<file path="src/rtl/sprite_pkg.sv">
// Shared types and constants for the sprite streaming block.
// Holds the FSM state encoding, the scale selector type and the repeat-count helper.
package sprite_pkg;

    typedef enum logic [1:0] {
        IDLE   = 2'd0,
        ACTIVE = 2'd1,
        LOAD   = 2'd2
    } state_e;

    typedef logic [1:0] scale_t;

    localparam int MAX_SCALE = 8;
    localparam int SCALE_W   = $clog2(MAX_SCALE);

    // Last value of a repeat counter for a repeat factor of 1<<s.
    function automatic logic [SCALE_W-1:0] scale_last(input scale_t s);
        return SCALE_W'((1 << s) - 1);
    endfunction

endpackage

</file>
<file path="src/rtl/sprite_mem.sv">
// Sprite bitmap storage: flop array that reverts to INIT on reset,
// one synchronous write port (linear index) and one combinational read port.
module sprite_mem #(
    parameter int                           WIDTH  = 12,
    parameter int                           HEIGHT = 12,
    parameter int                           BPP    = 2,
    parameter logic [WIDTH*HEIGHT*BPP-1:0]  INIT   = '0,
    parameter int                           AW     = $clog2(WIDTH*HEIGHT)
) (
    input  logic           gclk,
    input  logic           rst_ni,
    input  logic           wr_en,
    input  logic [AW-1:0]  wr_addr,
    input  logic [BPP-1:0] wr_data,
    input  logic [AW-1:0]  rd_addr,
    output logic [BPP-1:0] rd_data
);

    localparam int NPIX = WIDTH * HEIGHT;

    logic [BPP-1:0] cells_reg [NPIX];

    always_ff @(posedge gclk or negedge rst_ni) begin
        if (!rst_ni) begin
            for (int i = 0; i < NPIX; i++) begin
                cells_reg[i] <= INIT[i*BPP +: BPP];
            end
        end else if (wr_en) begin
            cells_reg[wr_addr] <= wr_data;
        end
    end

    // Addresses are always formed from in-range x/y, so no bounds guard is needed.
    assign rd_data = cells_reg[rd_addr];

endmodule

</file>
<file path="src/rtl/sprite_stream.sv">
// Streams a WIDTH x HEIGHT sprite one screen pixel per pix_en beat, with
// horizontal mirroring, power-of-two X/Y upscaling and a valid/ready bitmap reload port.
module sprite_stream
    import sprite_pkg::*;
#(
    parameter int                           WIDTH  = 12,
    parameter int                           HEIGHT = 12,
    parameter int                           BPP    = 2,
    parameter logic [WIDTH*HEIGHT*BPP-1:0]  INIT   = '0
) (
    input  logic           gclk,
    input  logic           rst_ni,
    input  logic           pix_en,
    input  logic           line_start,
    input  logic           frame_start,
    input  logic           hmirror,
    input  logic [1:0]     xscale,
    input  logic [1:0]     yscale,
    input  logic           load_start,
    input  logic           load_valid,
    input  logic [BPP-1:0] load_data,
    output logic           load_ready,
    output logic           load_done,
    output logic [BPP-1:0] pixel_o,
    output logic           pixel_vld_o,
    output logic           frame_done_o
);

    localparam int NPIX = WIDTH * HEIGHT;
    localparam int XW   = $clog2(WIDTH);
    localparam int YW   = $clog2(HEIGHT);
    localparam int AW   = $clog2(NPIX);

    localparam logic [XW-1:0] X_LAST = XW'(WIDTH - 1);
    localparam logic [YW-1:0] Y_LAST = YW'(HEIGHT - 1);
    localparam logic [AW-1:0] P_LAST = AW'(NPIX - 1);
    localparam logic [AW-1:0] ROW_W  = AW'(WIDTH);

    state_e               state_reg;
    logic [XW-1:0]        x_reg;
    logic [YW-1:0]        y_reg;
    logic [SCALE_W-1:0]   sx_reg;
    logic [SCALE_W-1:0]   sy_reg;
    logic [AW-1:0]        wptr_reg;
    logic                 mirror_reg;
    scale_t               xs_reg;
    scale_t               ys_reg;
    logic                 load_done_reg;
    logic                 frame_done_reg;

    logic                 wr_en;
    logic [AW-1:0]        rd_addr;
    logic [BPP-1:0]       rd_pixel;
    logic [XW-1:0]        x_end;

    assign wr_en   = (state_reg == LOAD) && load_valid && !load_start;
    assign rd_addr = AW'(y_reg) * ROW_W + AW'(x_reg);
    assign x_end   = mirror_reg ? '0 : X_LAST;

    sprite_mem #(
        .WIDTH  (WIDTH),
        .HEIGHT (HEIGHT),
        .BPP    (BPP),
        .INIT   (INIT),
        .AW     (AW)
    ) u_mem (
        .gclk    (gclk),
        .rst_ni  (rst_ni),
        .wr_en   (wr_en),
        .wr_addr (wptr_reg),
        .wr_data (load_data),
        .rd_addr (rd_addr),
        .rd_data (rd_pixel)
    );

    always_ff @(posedge gclk or negedge rst_ni) begin
        if (!rst_ni) begin
            state_reg      <= IDLE;
            x_reg          <= '0;
            y_reg          <= '0;
            sx_reg         <= '0;
            sy_reg         <= '0;
            wptr_reg       <= '0;
            mirror_reg     <= 1'b0;
            xs_reg         <= '0;
            ys_reg         <= '0;
            load_done_reg  <= 1'b0;
            frame_done_reg <= 1'b0;
        end else begin
            load_done_reg  <= 1'b0;
            frame_done_reg <= 1'b0;
            if (load_start) begin
                state_reg <= LOAD;
                wptr_reg  <= '0;
            end else if (state_reg == LOAD) begin
                if (load_valid) begin
                    if (wptr_reg == P_LAST) begin
                        state_reg     <= IDLE;
                        wptr_reg      <= '0;
                        load_done_reg <= 1'b1;
                        y_reg         <= '0;
                        sy_reg        <= '0;
                    end else begin
                        wptr_reg <= wptr_reg + 1'b1;
                    end
                end
            end else if (frame_start || line_start) begin
                // Rewind is applied first so a simultaneous line_start begins at row 0.
                if (frame_start) begin
                    state_reg <= IDLE;
                    y_reg     <= '0;
                    sy_reg    <= '0;
                    ys_reg    <= yscale;
                end
                if (line_start) begin
                    state_reg  <= ACTIVE;
                    x_reg      <= hmirror ? X_LAST : '0;
                    sx_reg     <= '0;
                    mirror_reg <= hmirror;
                    xs_reg     <= xscale;
                end
            end else if (state_reg == ACTIVE && pix_en) begin
                if (sx_reg != scale_last(xs_reg)) begin
                    sx_reg <= sx_reg + 1'b1;
                end else begin
                    sx_reg <= '0;
                    if (x_reg != x_end) begin
                        x_reg <= mirror_reg ? x_reg - 1'b1 : x_reg + 1'b1;
                    end else begin
                        state_reg <= IDLE;
                        if (sy_reg != scale_last(ys_reg)) begin
                            sy_reg <= sy_reg + 1'b1;
                        end else begin
                            sy_reg <= '0;
                            ys_reg <= yscale;
                            if (y_reg == Y_LAST) begin
                                y_reg          <= '0;
                                frame_done_reg <= 1'b1;
                            end else begin
                                y_reg <= y_reg + 1'b1;
                            end
                        end
                    end
                end
            end
        end
    end

    assign load_ready   = (state_reg == LOAD);
    assign load_done    = load_done_reg;
    assign pixel_vld_o  = (state_reg == ACTIVE);
    assign pixel_o      = (state_reg == ACTIVE) ? rd_pixel : '0;
    assign frame_done_o = frame_done_reg;

endmodule

</file>
<file path="config.mk">
export PLATFORM = sky130hd
export DESIGN_NAME = sprite_stream
export DESIGN_NICKNAME = d
export VERILOG_FILES = /design/src/rtl/sprite_pkg.sv /design/src/rtl/sprite_mem.sv /design/src/rtl/sprite_stream.sv
export SDC_FILE = /design/constraint.sdc
export NUM_CORES = 1
export LEC_CHECK = 0
export CORE_MARGIN = 5
export CORE_UTILIZATION = 30
export CTS_CLUSTER_DIAMETER = 150
export DETAILED_ROUTE_END_ITERATION = 10
export GPL_TIMING_DRIVEN = 0
export SETUP_SLACK_MARGIN = 0.5
export SLEW_MARGIN = 40
export SYNTH_ARGS = -nofsm -noshare
export SYNTH_HDL_FRONTEND = slang
export SYNTH_SLANG_ARGS = --single-unit
export TNS_END_PERCENT = 30
</file>
<file path="constraint.sdc">
create_clock -name gclk -period 3.21 [get_ports gclk]
set_clock_uncertainty 0.1 [all_clocks]
set_input_delay 0.642 -clock gclk [delete_from_list [all_inputs] [get_ports gclk]]
set_output_delay 0.642 -clock gclk [all_outputs]
set_load 0.02 [all_outputs]
</file>
==> out/metrics.cfg, run 1 <==
[pwr]
powerDensity_nw_per_um2=535
ir_worst_vdd_mv=0.294
p_leak_nw=8.74

[clocking]
clockBufferDepth=3
cts_root_buffer=clkbuf_16
htree_levels=2
cts_tree=built
clkSinkCount=319
cts.clk_slew.worst_paths_ns=0.06
cts_buffers=37
clock_latency_ns=0.53

[sta]
worst_slew_pin_slew_ns=0.790
final.setup.worst_slack_ns=-1.08
relSlewSlack_pct=47.3
fin_crit_sh_pct=134
setup_violations=2
final_hold_viol_count=0
whs_ns=0.391
max_freq_mhz=233
setup_tns_ns=-2.07
rsz0062_at_grt=true
fin_crit_ns=4.29
slew_viol_final=0

[worst_setup_path]
cp_max_fo=5
worst-setup-path-type=reg2out
cp.arrival_ns=3.54
end_kind=primary output
required_ns=2.47
reg2regPathDepth=6
start_kind=register

[floorplanning]
std_cell_rows=84
io_pins=20
die_w_um=240
die_h_um=240
start_util_pct=30.2
dieArea_um2=57500
core_area_um2=52400

[place]
pre_cts_slack_ns=-1.68
placement.io_buffers=16
dp_cells=1892
place_congestion=0.836
dpl.hpwl_mm=29.5

[drt]
routed_via_density=5.25
drc=0
vias=10400
first_iter_violations=709
wl_per_cell_um=22.7
antenna_left=0
drt_wl_total_mm=45.1
drtPass1Iterations=5

[yosys]
syn-instance-count=1181
ys_seq_area_share_pct=50.4
synth-edff-count=0
async_flop_share_pct=100
ys_seq_elements=319
synth_area_leaders=dfrtp_1 (50%), mux2_2 (21%), mux4_2 (11%)
synth_ff_type=dfrtp_1
yosysWarnings=0
avgSynthCellArea_um2=13.4
yosysTopAreaCell=dfrtp_1
syn-cell-area_um2=15800
synth_top_area_share_pct=50.4
synth_cell_type_count=59
synth_nets=1214

[hold_path]
hold_class=reg2reg
hold_depth=1

[layout]
n_antenna_cell=0
largest_register_ffs=288
fillCellCount=4914
utilization_pct=36.6
multi_input_area_um2=7850
drive_gt1_share_pct=43.0
areaGrowthSynthToFinish_pct=21.2
stdcell_count=1987
nNetsFinal=1303
regArea_um2=7980

[global_route]
grt_pass1_vias=11000
grt_pass1_wl_mm=68.9
grt_overflow=0
antenna_found_initial=1
grt_max_degree=78
track_usage_pct=15.6

[status]
status=finished, violations left
violations=negative setup slack

[run]
maxCapViolCount=0

## synth_stat cells (all sizes together), types with 3 or more instances
library cell,count
fa,3
nor3,20
xnor2,5
inv,14
o31ai,5
a21o,3
o21ai,18
clkbuf,52
nand3,13
buf,25
nor2,28
mux2,298
nand2b,9
and3,14
nor3b,3
ha,16
nor4,3
xor2,6
nand2,171
or4,4
nor2b,4
a21oi,11
a211oi,4
a31oi,6
mux2i,9
dfrtp,319
o211ai,4
mux4,85
## worst paths after layout
path | startpoint | slack (ns) | end
min | u_mem.cells_reg[122]$_DFFE_PN0P_ | 0.39 | u_mem.cells_reg[122]$_DFFE_PN0P_
min reg2reg | u_mem.cells_reg[122]$_DFFE_PN0P_ | 0.39 | u_mem.cells_reg[122]$_DFFE_PN0P_
max reg2reg | wptr_reg[4]$_DFFE_PN0P_ | 0.52 | u_mem.cells_reg[39]$_DFFE_PN0P_
min in group asynchronous | rst_ni | 0.51 | xs_reg[1]$_DFFE_PN0P_
max | y_reg[1]$_DFFE_PN0P_ | -1.08 | pixel_o[1]
max in group asynchronous | rst_ni | 1.44 | u_mem.cells_reg[94]$_DFFE_PN0P_
## per-stage QoR
stage	instance area [um2]	power, mW
2_1_floorplan	15900	5.06
3_3_place_gp	16900	5.59
3_5_place_dp	17300	5.62
4_1_cts	18900	10.3
5_1_grt	19200	10.6
6_report	19200	10.3
## worst max-delay path, stage by stage, from the launching register on
cell and delay [ns]:
dfrtp_1 0.42, ha_4 0.18, fa_2 0.69, xor2_4 0.24
buf_8 0.16, mux4_2 0.50, mux2_4 0.30, o31ai_4 0.21
o32ai_4 0.12, buf_6 0.18
## timing repair
action	4_1_cts	5_1_grt
endpoints found under the setup margin	250	178
resized for setup	66	29
hold endpoints to repair	44	0
setup buffers	17	9
hold buffers	1	0
pin swaps	15	11
cloned	0	0
## placed cells by master, fill, tap and decap left out, types with 9 or more instances in the layout
| cell type | n |
|---|---|
| a21oi_1 | 11 |
| and3_1 | 14 |
| buf_12 | 13 |
| buf_4 | 19 |
| buf_6 | 10 |
| clkbuf_1 | 52 |
| clkbuf_16 | 39 |
| clkdlybuf4s50_1 | 12 |
| dfrtp_1 | 319 |
| ha_1 | 15 |
| inv_1 | 13 |
| mux2_2 | 293 |
| mux4_2 | 80 |
| nand2_1 | 163 |
| nand2b_1 | 9 |
| nand3_1 | 13 |
| nor2_1 | 13 |
| nor2_4 | 12 |
| nor3_1 | 9 |
| o21ai_0 | 15 |
## power breakdown
group          switching [mW]  leakage [nW]  internal [mW]
combinational           0.950          3.69          0.641
sequential             0.0677          4.42           4.09
clock                    1.71         0.633           2.80
total                    2.73          8.74           7.53
## cell type report
type	count	share of cell area (%)
Sequential cell	319	41.6
Multi-Input combinational cell	771	40.9
Clock buffer	55	5.76
Tap cell	688	4.49
Timing Repair Buffer	50	3.50
Buffer	77	2.42
Clock inverter	13	1.07
Inverter	14	0.274
## metal layers
layer / wire [um] / share of wire (%) / GRT usage [%]
met3: 2310 / 5.1 / 2.46
met5: 13 / 0.029 / 0
met2: 21800 / 48 / 26.2
met4: 1410 / 3.1 / 4.60
met1: 19500 / 43 / 21.0
## cells by family after synthesis
logic type,Yosys count,share of synthesized area (%)
flops,319,50.4
compound gates,72,3.12
simple gates,277,7.81
mux,392,34.0
fa+ha+maj,19,1.64
xor+xnor,11,0.608
buf+inv,91,2.46
(Power assumes the default switching activity.)
==> run 2, diff against run 1 <==
--- a/config.mk
+++ b/config.mk
@@ -9,7 +9,6 @@
 export CORE_UTILIZATION = 30
 export CTS_CLUSTER_DIAMETER = 150
 export DETAILED_ROUTE_END_ITERATION = 10
-export GPL_TIMING_DRIVEN = 0
 export SETUP_SLACK_MARGIN = 0.5
 export SLEW_MARGIN = 40
 export SYNTH_ARGS = -nofsm -noshare
==> run 2 against run 1 <==
  * First-iteration DRC count shrank 18%
  * The run still ends with negative setup slack left
  * Register-to-register slack gained 0.06 ns
  * Largest cell class unchanged
  * Flip-flop and latch count is the same
==> out/metrics.cfg, run 2 (synthesis results as in run 1) <==
[global_route]
grt_max_degree=77  ; -1.3%
grt_pass1_wl_mm=64.8  ; -6.0%
grt_pass1_vias=11000  ; -0.24%
grt_overflow=0  ; unchanged
antenna_found_initial=0  ; -1
track_usage_pct=14.4  ; -1.2 points

[floorplanning]
dieArea_um2=57500  ; unchanged
die_h_um=240  ; unchanged
std_cell_rows=84  ; unchanged
start_util_pct=30.2  ; unchanged
die_w_um=240  ; unchanged
io_pins=20  ; unchanged
core_area_um2=52400  ; unchanged

[worst_setup_path]
cpMostUsedCell=buf_6
end_kind=primary output
worst-setup-path-type=reg2out
crit_chain=ha_2 > inv_1 > fa_2 > xor2_2 > buf_6 > mux4_2 > mux2_4 > o31ai_4 > o32ai_4 > buf_6
crit_slowest_cell=mux4_2
max_stage_delay_ns=0.50  ; -0.19 ns
r2r_setup_slack_ns=0.58  ; +0.06 ns
cp_max_fo=5  ; unchanged
required_ns=2.47  ; about the same
cp.arrival_ns=3.32  ; -0.22 ns
start_kind=register

[pwr]
combPwrFrac_pct=16.5  ; +1.0 points
p_int_mw=7.37  ; -2.0%
power_frac_seq_pct=42.1  ; +1.6 points
p_leak_nw=8.96  ; +2.5%
switchingPower_mw=2.53  ; -7.5%
ir_worst_vdd_mv=0.364  ; +24%
powerDensity_nw_per_um2=514  ; -3.8%
pwr-share-clk_pct=41.5  ; -2.5 points
swShare_pct=25.5  ; -1.1 points

[clocking]
clockBufferDepth=3  ; unchanged
clock_latency_ns=0.53  ; about the same
postCtsHoldBufs=0  ; -1
clkSinkCount=319  ; unchanged
htree_levels=2  ; unchanged
cts_root_buffer=clkbuf_16
cts_buffers=37  ; unchanged
cts.clk_slew.worst_paths_ns=0.06  ; about the same
cts_tree=built

[drt]
routed_via_density=5.15  ; -1.9%
vias=10300  ; -1.1%
drtPass1Iterations=5  ; unchanged
first_iter_violations=578  ; -18%
drt_wl_total_mm=40.9  ; -9.3%
wl_per_cell_um=20.4  ; -10%
antenna_left=0  ; unchanged
drc=0  ; unchanged

[layout]
areaGrowthSynthToFinish_pct=21.6
final_common_cell=dfrtp_1
n_antenna_cell=0  ; unchanged
nNetsFinal=1324  ; +1.6%
layout_common_cells=dfrtp_1 (316), mux2_2 (293), nand2_1 (170)
fin_area_um2=19300  ; +0.33%
largest_register_ffs=288  ; unchanged
stdcell_count=2002  ; +0.75%
drive_gt1_share_pct=46.3  ; +3.3 points

[run]
maxCapViolCount=0  ; unchanged

[status]
status=finished, violations left
violations=negative setup slack

[sta]
slew_viol_final=0  ; unchanged
worst_slew_pin_slew_ns=0.856  ; +0.0663 ns
fin_crit_ns=4.06  ; -0.224 ns
fin_crit_sh_pct=127  ; -7.0 points
max_freq_mhz=246  ; +5.5%
final_hold_viol_count=0  ; unchanged
rsz0062_at_grt=true
setup_violations=2  ; unchanged
relSlewSlack_pct=42.6  ; -4.7 points
final.setup.worst_slack_ns=-0.852  ; +0.224 ns

[hold_path]
hold_class=in2async

[place]
placed_area_um2=17800  ; +3.0%
place_congestion=0.824  ; -1.4%
dpl.hpwl_mm=27.6  ; -6.6%
placement.io_buffers=19  ; +3
dp_cells=1926  ; +1.8%

## run 2: cell count changes in the layout (fill, tap and decap cells not counted), moves of 8 or more
cell / delta
nor2_4: -11
clkbuf_1: -48
buf_12: +9
nor2_1: +10
clkbuf_2: -8
buf_4: +85
## run 2: per-stage QoR
stage               TNS [ns]  hold slack, ns  total power [mW]  setup WS [ns]  utilization, %
CTS                    -1.69          0.0221              9.95         -0.888            36.4
detailed placement     -1.67           0.384              5.73         -0.841            33.9
floorplan             -0.529           0.246              5.06         -0.265               -
finish                 -1.63         0.00358              9.90         -0.852            36.7
global placement       -1.71           0.378              5.70         -0.856            33.9
global route           -1.86          0.0492              10.3         -0.996            36.7
## run 2: final timing paths
check	start	endpoint	cells after the start
worst max register to register	x_reg[1]$_DFFE_PN0P_	ys_reg[0]$_DFFE_PN0P_	9
min in group gclk	u_mem.cells_reg[141]$_DFFE_PN0P_	u_mem.cells_reg[141]$_DFFE_PN0P_	1
worst min-delay path	rst_ni	xs_reg[0]$_DFFE_PN0P_	1
worst max-delay path	y_reg[1]$_DFFE_PN0P_	pixel_o[1]	10
worst min register to register	u_mem.cells_reg[141]$_DFFE_PN0P_	u_mem.cells_reg[141]$_DFFE_PN0P_	1
max in group asynchronous	rst_ni	u_mem.cells_reg[209]$_DFFE_PN0P_	2
## run 2: area by class of cell
type / count / area [um2]
fill: 5001 / 33200
sequential: 319 / 7990
multi-input combinational: 771 / 7700
timing repair buffer: 148 / 1450
clock buffer: 52 / 1100
tap: 688 / 861
clock inverter: 10 / 91.3
inverter: 14 / 55.1
## run 2: critical path, delay by kind of cell (launching register included)
kind,cells,cell delay [ns]
multiplexers,2,0.78
adder cells (fa/ha/maj),2,0.72
flip-flops,1,0.38
buffers and inverters,3,0.37
AO/OA/AOI/OAI,2,0.33
XOR/XNOR,1,0.20
## run 2: power groups by stage
| stage | Sequential [mW] | Combinational, mW | Clock (mW) |
|---|---|---|---|
| 2_1_floorplan | 4.20 | 0.854 | 0 |
| 3_3_place_gp | 4.25 | 1.45 | 0 |
| 3_5_place_dp | 4.25 | 1.47 | 0 |
| 4_1_cts | 4.16 | 1.56 | 4.22 |
| 5_1_grt | 4.17 | 1.76 | 4.38 |
| 6_report | 4.16 | 1.63 | 4.11 |
## run 2: per-layer routing
metal	global-route usage, %	routed length [um]	share of wire, %	vias to the layer above
met5	0	0	0	-
met1	19.8	18100	44	5440
met4	5.22	1480	3.6	0
met2	22.9	19400	48	210
met3	2.48	1920	4.7	72
li1	-	-	-	4594
## run 2: what timing repair did
action / in CTS / in global routing
pin swaps: 5 / 7
setup endpoints to repair: 37 / 114
gates resized for setup: 25 / 22
setup buffers: 5 / 9
